$ cat config.mk
export PLATFORM = sky130hd
export DESIGN_NAME = instr_fetch
export DESIGN_NICKNAME = d
export VERILOG_FILES = /design/src/rtl/cpu_pkg.sv /design/src/rtl/instr_rom.sv /design/src/rtl/instr_fetch.sv
export SDC_FILE = /design/constraint.sdc
export NUM_CORES = 1
export LEC_CHECK = 0
export CAP_MARGIN = 20
export CORE_MARGIN = 2
export CORE_UTILIZATION = 50
export CTS_CLUSTER_DIAMETER = 100
export DETAILED_ROUTE_END_ITERATION = 8
export HOLD_SLACK_MARGIN = 0.1
export PLACE_DENSITY = 0.74
export SYNTH_ARGS = -nofsm -noshare
export SYNTH_HDL_FRONTEND = slang
export SYNTH_SLANG_ARGS = --single-unit
$ cat constraint.sdc
create_clock -name clk -period 2.5 [get_ports clk]
set_input_delay 0.25 -clock clk [delete_from_list [all_inputs] [get_ports clk]]
set_output_delay 0.25 -clock clk [all_outputs]
set_load 0.05 [all_outputs]
$ cat src/rtl/cpu_pkg.sv
// Shared definitions for the simple_cpu front end: instruction class
// encodings, per-class hold lengths and the fetch-stage state type.
package cpu_pkg;

    localparam logic [1:0] CLS_HALT  = 2'b00;
    localparam logic [1:0] CLS_STD   = 2'b01;
    localparam logic [1:0] CLS_LOAD  = 2'b10;
    localparam logic [1:0] CLS_STORE = 2'b11;

    // Cycles the CU spends on each class (DECODE-EXECUTE-WRITE_BACK and
    // DECODE-EXECUTE-MEM_ACCESS-WRITE_BACK).
    localparam int LEN_STD = 3;
    localparam int LEN_MEM = 4;

    // The CU needs one extra cycle to leave its RESET state on the first word.
    localparam int CU_RESET_EXTRA = 1;

    // Hold counter width; largest value loaded is LEN_MEM + CU_RESET_EXTRA = 5.
    localparam int CNT_BITS = 3;

    typedef enum logic [1:0] {
        IDLE  = 2'd0,
        FIRST = 2'd1,
        RUN   = 2'd2,
        HALT  = 2'd3
    } fetch_state_t;

    // Number of cycles a word of the given class stays on the CU input.
    // A halt word has no hold length; it freezes the stage instead.
    function automatic logic [CNT_BITS-1:0] hold_len(input logic [1:0] cls);
        logic [CNT_BITS-1:0] len;
        case (cls)
            CLS_STD:            len = CNT_BITS'(LEN_STD);
            CLS_LOAD, CLS_STORE: len = CNT_BITS'(LEN_MEM);
            default:            len = '0;
        endcase
        return len;
    endfunction

endpackage

$ cat src/rtl/instr_rom.sv
// Writable program memory: synchronous write port, asynchronous read port.
module instr_rom #(
    parameter int INSTR_WIDTH = 20,
    parameter int PC_BITS     = 5
) (
    input  logic                   clk,
    input  logic                   we,
    input  logic [PC_BITS-1:0]     waddr,
    input  logic [INSTR_WIDTH-1:0] wdata,
    input  logic [PC_BITS-1:0]     raddr,
    output logic [INSTR_WIDTH-1:0] rdata
);

    logic [INSTR_WIDTH-1:0] mem [2**PC_BITS];

    // Program load: write one word per enabled edge.
    // NOTE: the array has no reset on purpose -- the program must survive a
    // reset of the fetch stage, and a reset port would also stop the array
    // mapping onto RAM/LUT-RAM primitives.
    always_ff @(posedge clk) begin
        if (we) begin
            mem[waddr] <= wdata;
        end
    end

    assign rdata = mem[raddr];

endmodule

$ cat src/rtl/instr_fetch.sv
// Instruction fetch stage feeding the simple_cpu CU. Presents each program
// word for as many cycles as the CU needs for its class, then advances.
// Stops on a class-00 word or at the end of program memory.
// Build option INSTR_FETCH_LOOP_EN: wrap from the last word back to address 0
// instead of halting at the end of memory.
module instr_fetch
    import cpu_pkg::*;
#(
    parameter int INSTR_WIDTH = 20,
    parameter int PC_BITS     = 5
) (
    input  logic                   clk,
    input  logic                   rst,
    input  logic                   start,
    input  logic                   prog_we,
    input  logic [PC_BITS-1:0]     prog_addr,
    input  logic [INSTR_WIDTH-1:0] prog_data,
    output logic [INSTR_WIDTH-1:0] instruction,
    output logic [PC_BITS-1:0]     pc,
    output logic                   busy,
    output logic                   halted
);

    localparam logic [PC_BITS-1:0] PC_LAST = {PC_BITS{1'b1}};

    fetch_state_t           state_q, state_d;
    logic [CNT_BITS-1:0]    cnt_q, cnt_d;
    logic [PC_BITS-1:0]     pc_d;
    logic [INSTR_WIDTH-1:0] instr_d;

    logic [PC_BITS-1:0]     rom_addr;
    logic [INSTR_WIDTH-1:0] rom_rdata;
    logic [1:0]             rom_cls;
    logic                   rom_we;

    assign rom_cls = rom_rdata[INSTR_WIDTH-1 -: 2];

    // The program may only change while nothing is being executed.
    assign rom_we = prog_we && ((state_q == IDLE) || (state_q == HALT));

    instr_rom #(
        .INSTR_WIDTH (INSTR_WIDTH),
        .PC_BITS     (PC_BITS)
    ) u_rom (
        .clk   (clk),
        .we    (rom_we),
        .waddr (prog_addr),
        .wdata (prog_data),
        .raddr (rom_addr),
        .rdata (rom_rdata)
    );

    // Next-state, next-PC, next-word and hold-counter logic.
    // NOTE: every target gets a default at the top so no path leaves one
    // unassigned, which would otherwise infer a latch.
    always_comb begin
        state_d  = state_q;
        cnt_d    = cnt_q;
        pc_d     = pc;
        instr_d  = instruction;
        rom_addr = pc + 1'b1;   // wraps to 0 after the last word

        case (state_q)
            IDLE: begin
                rom_addr = '0;
                if (start) begin
                    // Reads the pre-write contents if a write lands on this edge.
                    instr_d = rom_rdata;
                    pc_d    = '0;
                    if (rom_cls == CLS_HALT) begin
                        cnt_d   = '0;
                        state_d = HALT;
                    end else begin
                        cnt_d   = hold_len(rom_cls) + CNT_BITS'(CU_RESET_EXTRA);
                        state_d = FIRST;
                    end
                end
            end

            FIRST, RUN: begin
                if (cnt_q > CNT_BITS'(1)) begin
                    cnt_d = cnt_q - CNT_BITS'(1);
                end else begin
`ifdef INSTR_FETCH_LOOP_EN
                    pc_d    = pc + 1'b1;
                    instr_d = rom_rdata;
                    cnt_d   = hold_len(rom_cls);
                    state_d = (rom_cls == CLS_HALT) ? HALT : RUN;
`else
                    if (pc == PC_LAST) begin
                        // Ran off the end of memory: drop the word, keep the PC.
                        instr_d = '0;
                        cnt_d   = '0;
                        state_d = HALT;
                    end else begin
                        pc_d    = pc + 1'b1;
                        instr_d = rom_rdata;
                        cnt_d   = hold_len(rom_cls);
                        state_d = (rom_cls == CLS_HALT) ? HALT : RUN;
                    end
`endif
                end
            end

            HALT: begin
                // Frozen until reset.
            end

            default: begin
                state_d = IDLE;
            end
        endcase
    end

    // State, PC, word and counter registers with synchronous active-low reset.
    // NOTE: sequential state uses non-blocking assignments so every register
    // samples the pre-edge values, independent of statement order.
    always_ff @(posedge clk) begin
        if (!rst) begin
            state_q     <= IDLE;
            cnt_q       <= '0;
            pc          <= '0;
            instruction <= '0;
        end else begin
            state_q     <= state_d;
            cnt_q       <= cnt_d;
            pc          <= pc_d;
            instruction <= instr_d;
        end
    end

    assign busy   = (state_q == FIRST) || (state_q == RUN);
    assign halted = (state_q == HALT);

endmodule

Yosys cells after proc, flatten, opt, wreduce, memory -nomap -nowiden. Memories as Yosys holds them, arrays and structs flattened. Cells that the tools add are included.

Register bits: 30. Memories: 1. Latch bits: 0. Word-level logic and storage cells: 56. Input port bits: 29. Output and inout port bits: 27. Bits in writable memories: 640. Bits in read-only memories: 0.

Memory list: u_rom.mem (words 32, bits a word 20, rd ports 1, clocked after Yosys merged registers in 0, wr ports 1, RTL line instr_rom.sv:14) `logic [INSTR_WIDTH-1:0] mem [2**PC_BITS];`.

Shift-type cells: 0. Order comparisons: 1. Multiplexer cells: 26. $mul: 0. Divide/modulo/power cells: 0. Reductions and logical operators: 11. Add/subtract/negate cells: 3. Equal/unequal tests: 10. Bitwise gates (word level): 0.

Operator list (count): $mux W20 (3); $pmux W20 S2 (1); $mux W3 (7); $mux W5 (4); $pmux W3 S2 (2); $pmux W5 S2 (1); $eq A2 B2 Y1 const B (4); $mux W2 (3); $ne A2 B2 Y1 const B (3); $add A5 B1 Y5 const B (1); $eq A5 B5 Y1 const B (1); $eq A2 B1 Y1 const B (2); $logic_not A2 Y1 (2); $mux W1 (4); $pmux W2 S2 (1); $reduce_and A4 Y1 (1); $reduce_or A2 Y1 (2); $add A3 B1 Y3 const B (1); $gt A3 B1 Y1 const B (1); $reduce_and A3 Y1 (1); $sub A3 B1 Y3 const B (1); $logic_or A1 B1 Y1 (2); $reduce_and A2 Y1 (1); $reduce_bool A2 Y1 (1); $logic_and A1 B1 Y1 (1).

Logic depth before layout (Yosys ltp). Gate-level depths: netlist of the first run. An unclocked memory read counts as a cell.

Depth after elaboration: 13. Mapped depth: 12. Depth with buffers taken out: 9.

Modules after synthesis. From an unflattened synthesis of the first run, not the netlist that was laid out.

Cells, all modules: 1523. Area total of the unflattened synthesis: 26482.9 um2.

By module, submodules not included: instr_rom (area an instance 25152.9 um2, cells each 1394, sequential area each 19218.4 um2, times used 1); instr_fetch (area an instance 1330.0 um2, cells each 129, sequential area each 600.6 um2, times used 1).

Least setup slack after synthesis of the first run. No wires, ideal clock.

Kind: register to register. From: reg state_q[0]. To: mem u_rom.mem[12][0], enable pin. Stages on the path, launching flop included: 8. Clock period less this slack: 3.061 ns. Required time: 2.103 ns. Slack: -0.561 ns. Library setup time: 0.397 ns. Data arrival time: 2.665 ns. Cell sequence: dfxtp_1 inv_1 ha_1 clkbuf_1 nand2b_1 or3_1 clkbuf_1 nor2_1.

Longest elaborated chain between the ends: 5. Elaborated cells between the ends (all ways): 6. Classes of those cells: eq/ne: 1; mux: 2; reduce/logical: 3.

Ends and longest elaborated chain: from (decl) (RTL line instr_fetch.sv:26) `fetch_state_t state_q, state_d;`; from (signal assigned) (RTL line instr_fetch.sv:125) `state_q <= state_d;`; $eq A2 B2 Y1 or $logic_not A2 Y1 (tied branches) (RTL line instr_fetch.sv:39) `assign rom_we = prog_we && ((state_q == IDLE) || (state_q == HALT));`; $logic_or A1 B1 Y1 * (RTL line instr_fetch.sv:39); $logic_and A1 B1 Y1 * (RTL line instr_fetch.sv:39); $mux W1 * (RTL line instr_rom.sv:21) `if (we) begin`; $mux W1 (not written as such) * (RTL line instr_rom.sv:22) `mem[waddr] <= wdata;`; to (decl) (RTL line instr_rom.sv:14).

Every way passes the cells marked *; elsewhere a longest branch is shown, timed or not.

Worst setup path in the final report of the first run.
From: reg pc[0]. To: reg cnt_q[0].

Longest elaborated chain between the ends: 13. Elaborated cells between the ends (all ways): 19. Classes of those cells: add/sub: 2; eq/ne: 4; mux: 10; reduce/logical: 2; memory: 1.

Ends and longest elaborated chain: from (decl) (RTL line instr_fetch.sv:19) `output logic [PC_BITS-1:0] pc,`; from (signal assigned) (RTL line instr_fetch.sv:127) `pc <= pc_d;`; $add A5 B1 Y5 (RTL line instr_fetch.sv:61) `rom_addr = pc + 1'b1;`; $mux W5 (RTL line instr_fetch.sv:63) `case (state_q)`; $mem_v2 Z32 W20; $eq A2 B2 Y1 (RTL line cpu_pkg.sv:32) `case (cls)`; $reduce_or A2 Y1 (RTL line cpu_pkg.sv:32); $pmux W3 S2 (RTL line cpu_pkg.sv:32); $mux W3 (RTL line instr_fetch.sv:70) `if (rom_cls == CLS_HALT) begin`; $mux W3 (RTL line instr_fetch.sv:66) `if (start) begin`; $mux W3 (RTL line instr_fetch.sv:63); $add A3 B1 Y3 (RTL line instr_fetch.sv:74) `cnt_d = hold_len(rom_cls) + CNT_BITS'(CU_RESET_EXTRA);`; $mux W3 (RTL line instr_fetch.sv:70); $mux W3 (RTL line instr_fetch.sv:66); $pmux W3 S2 * (RTL line instr_fetch.sv:63); to (signal assigned) (RTL line instr_fetch.sv:126) `cnt_q <= cnt_d;`; to (decl) (RTL line instr_fetch.sv:27) `logic [CNT_BITS-1:0] cnt_q, cnt_d;`.

Every way passes the cells marked *; elsewhere a longest branch is shown, timed or not. The select of a mux whose other input is x is not followed. A chain may end at the register's enable or synchronous reset.

==> impl_metrics.py, run 1 <==
metrics = {
    "run_status": {
        "status": "finished, violations left",
        "violations": "negative setup slack",
    },
    "grt": {
        "grt_max_degree": 56,
        "track_usage": 0.255,
        "antenna_found_initial": 0,
        "gr-total-overflow": 0,
        "grt_pass1_wl_um": 106000,
        "grt_pass1_vias": 17058,
    },
    "cells_and_area": {
        "fin_util": 0.611,
        "drive_gt1_frac": 0.192,
        "fin_nets": 2075,
        "final_cells": 2774,
        "diodes": 0,
        "syn_to_final_growth_pct": 20.4,
    },
    "yosys": {
        "synthesis.area_um2": 26700,
        "synth_top_area_share": 0.719,
        "synthFlopType": "edfxtp_1",
        "synth_warnings": 0,
        "netlist_top_cells_area": "edfxtp_1 72%, nand2_1 4.7%, a311oi_1 3.5%",
        "synth.avg_cell_area_um2": 14.7,
        "synthArstFlopShare": 0,
        "synth_seq_cells": 670,
        "seq_area_frac_synth": 0.742,
        "synthDistinctLibCells": 57,
        "yosysMostFrequentCell": "edfxtp_1",
        "synth_cells": 1822,
        "synth_edf_count": 640,
        "synth.cells.most_frequent": "640 x edfxtp_1, 335 x nand2_1, 108 x a311oi_1",
        "syn-num-nets": 1857,
        "synth_top_cell_by_area": "edfxtp_1",
    },
    "sta": {
        "min_period_ns": 2.50,
        "slew_violations": 0,
        "final-hold-violation-count": 0,
        "fin_ws_ns": -0.00331,
        "rsz0062_at_grt": "true",
        "timing.final.crit_share": 1.00,
        "finClkSkew_ns": 0.0211,
        "fmax_mhz": 399,
        "relSlewSlack": 0.639,
        "setup_violations": 1,
        "max_slew.worst_pin.slew_ns": 0.528,
    },
    "critical_path": {
        "cpPeakStageDelay_ns": 0.36,
        "worstPathArrival_ns": 3.00,
        "worstSetupStartpoint": "pc[0]",
        "path_cells": "ha_4 > buf_4 > xnor2_4 > buf_6 > mux4_2 > a211o_1 > o32ai_4 > a21oi_4 > nand4b_4 > a31oi_2",
        "path_delay_family": "compound AO/OA/AOI/OAI gates",
        "reg2reg_from": "pc[0]",
        "worstSetupPathType": "reg -> reg",
        "critPathRequiredTime_ns": 3.00,
        "crit_slowest_cell": "dfxtp_4",
        "worstPathMaxFanout": 5,
        "crit_path_end_kind": "register",
        "cp.buffers_inverters": 2,
        "critical_path.startpoint_type": "register",
    },
    "hold_path": {
        "hold_start": "rst",
        "hold_path_class": "in -> reg",
    },
    "placed_design": {
        "globalplace.congestion": 0.856,
        "dp.cells": 2648,
        "port_buffers": 55,
        "detailed_place_hpwl_um": 42900,
    },
    "detailed_routing": {
        "firstDrtPassIters": 5,
        "routed_wl_um": 71600,
        "drc": 0,
        "viasPerCell": 6.21,
        "drt-initial-drc-count": 2168,
        "wl_per_cell_um": 25.8,
        "via_count": 17238,
        "ant_nets": 0,
    },
    "power": {
        "power_mw": 33.1,
        "vdd_drop_max_v": 0.000637,
        "p_per_area_nw_per_um2": 1030,
        "leakagePower_nw": 10.5,
    },
    "floorplan": {
        "ios": 56,
        "start_util": 0.507,
        "die_w_um": 235,
        "die_h_um": 235,
        "dieArea_um2": 55300,
        "placementRows": 84,
        "core_area_um2": 52700,
    },
    "clock_network": {
        "clk_pin_slew_ns": 0.06,
        "max-clock-path-buffers": 3,
        "htreeDepth": 3,
        "cts_tree": "yes",
        "clock-sinks": 670,
        "cts_hold_buffers": 0,
        "cts_made_buffers": 67,
        "clkLatencyLatePin_ns": 0.59,
        "clock-root-buffer": "clkbuf_16",
    },
    "run": {
        "cap_violations": 0,
    },
}
[area by class of cell]
| type | instances | area (um^2) |
|---|---|---|
| Fill cell | 3720 | 20500 |
| Clock buffer | 90 | 1840 |
| Clock inverter | 25 | 201 |
| Tap cell | 688 | 861 |
| Sequential cell | 670 | 19800 |
| Timing Repair Buffer | 276 | 2830 |
| Multi-Input combinational cell | 1017 | 6590 |
| Inverter | 8 | 31.3 |
[metal layers]
metal | track usage | routed length (um)
met1 | 0.332 | 27200
met2 | 0.417 | 34400
met3 | 0.0398 | 6160
met4 | 0.130 | 3860
met5 | 0 | 0
[cell usage in the layout (no fill, tap or decap), types with 4 or more instances in the layout]
cell / synthesis / layout
mux2i_1: 60 / 60
buf_4: 13 / 168
nor3_2: 0 / 4
buf_12: 0 / 46
a31oi_1: 18 / 18
a211oi_2: 1 / 4
nor2_2: 1 / 24
nand2_1: 335 / 335
clkdlybuf4s50_1: 0 / 53
a22oi_1: 11 / 10
clkbuf_16: 0 / 69
o21ai_1: 19 / 19
nor3_1: 31 / 27
a211oi_1: 89 / 86
nor2_1: 51 / 19
buf_6: 3 / 5
inv_1: 6 / 6
clkinv_1: 0 / 13
mux4_2: 17 / 17
nand3_1: 65 / 65
dfxtp_1: 30 / 28
nor2b_1: 7 / 5
and2_1: 67 / 67
edfxtp_1: 640 / 640
and2_0: 9 / 9
a21oi_2: 4 / 8
clkbuf_1: 48 / 18
a221oi_1: 10 / 9
clkinv_2: 0 / 5
a21oi_1: 54 / 49
nor2_4: 1 / 10
a311oi_1: 108 / 103
o21ai_0: 12 / 12
a311oi_2: 1 / 6
[sequential cells by signal, indices dropped and copies added, names as in the netlist]
name,flops
u_rom.mem,640
instruction,20
pc,5
cnt_q,3
state_q,2
[worst min-delay path: cells and delay by family]
family / cells / cell delay (ns)
buffers and inverters: 1 / 0.46
AOI/OAI and AO/OA: 2 / 0.18
[path summary, 6_finish.rpt]
path	slack [ns]	cells after the start	to
worst max-delay path	-0.003	10	cnt_q[0]
worst max register to register	-0.003	10	cnt_q[0]
worst min register to register	0.46	2	instruction[11]
worst min-delay path	0.36	3	cnt_q[2]
[logic make-up (layout without fill, tap and decap cells)]
| kind of cell | after synthesis | in the layout | share of synthesized area |
|---|---|---|---|
| buffers and inverters | 135 | 399 | 0.0239 |
| xor gates and xnor gates | 2 | 2 | 0.000937 |
| muxes | 79 | 79 | 0.0378 |
| and+or+nand+nor | 587 | 587 | 0.0981 |
| DFF | 670 | 670 | 0.742 |
| AOI/OAI and AO/OA | 343 | 343 | 0.0947 |
| adders and majority gates | 6 | 6 | 0.00281 |
[through the flow]
stage	setup slack (ns)	hold WS (ns)	TNS [ns]	instance area (um^2)
6_report	-0.00331	0.363	-0.00331	32200
5_1_grt	-0.0615	0.387	-0.256	32200
4_1_cts	-0.00143	0.334	-0.00143	32000
3_5_place_dp	-0.280	0.449	-0.644	29800
3_3_place_gp	-0.203	0.449	-0.380	29800
2_1_floorplan	-0.179	0.349	-24.86	26800
[power breakdown]
group          switching [mW]  total, mW  internal [mW]
registers               0.163       12.7           12.6
logic                    6.58       10.9           4.36
clock network            3.98       9.43           5.45
total                    10.7       33.1           22.4
[repair_timing]
item / CTS / global route
gates resized for setup: 16 / 22
pin swaps: 5 / 7
endpoints found under the setup margin: 12 / 16
setup buffers: 2 / 8
gates cloned: 1 / 0
hold endpoints to repair: 0 / 0
Power figures use the tool's default switching activity.
==> run 2, diff against run 1 <==
SLEW_MARGIN = 10   (was unset)
==> results of run 2 <==
Final layout, timing and power as in run 1 (identical DEF).
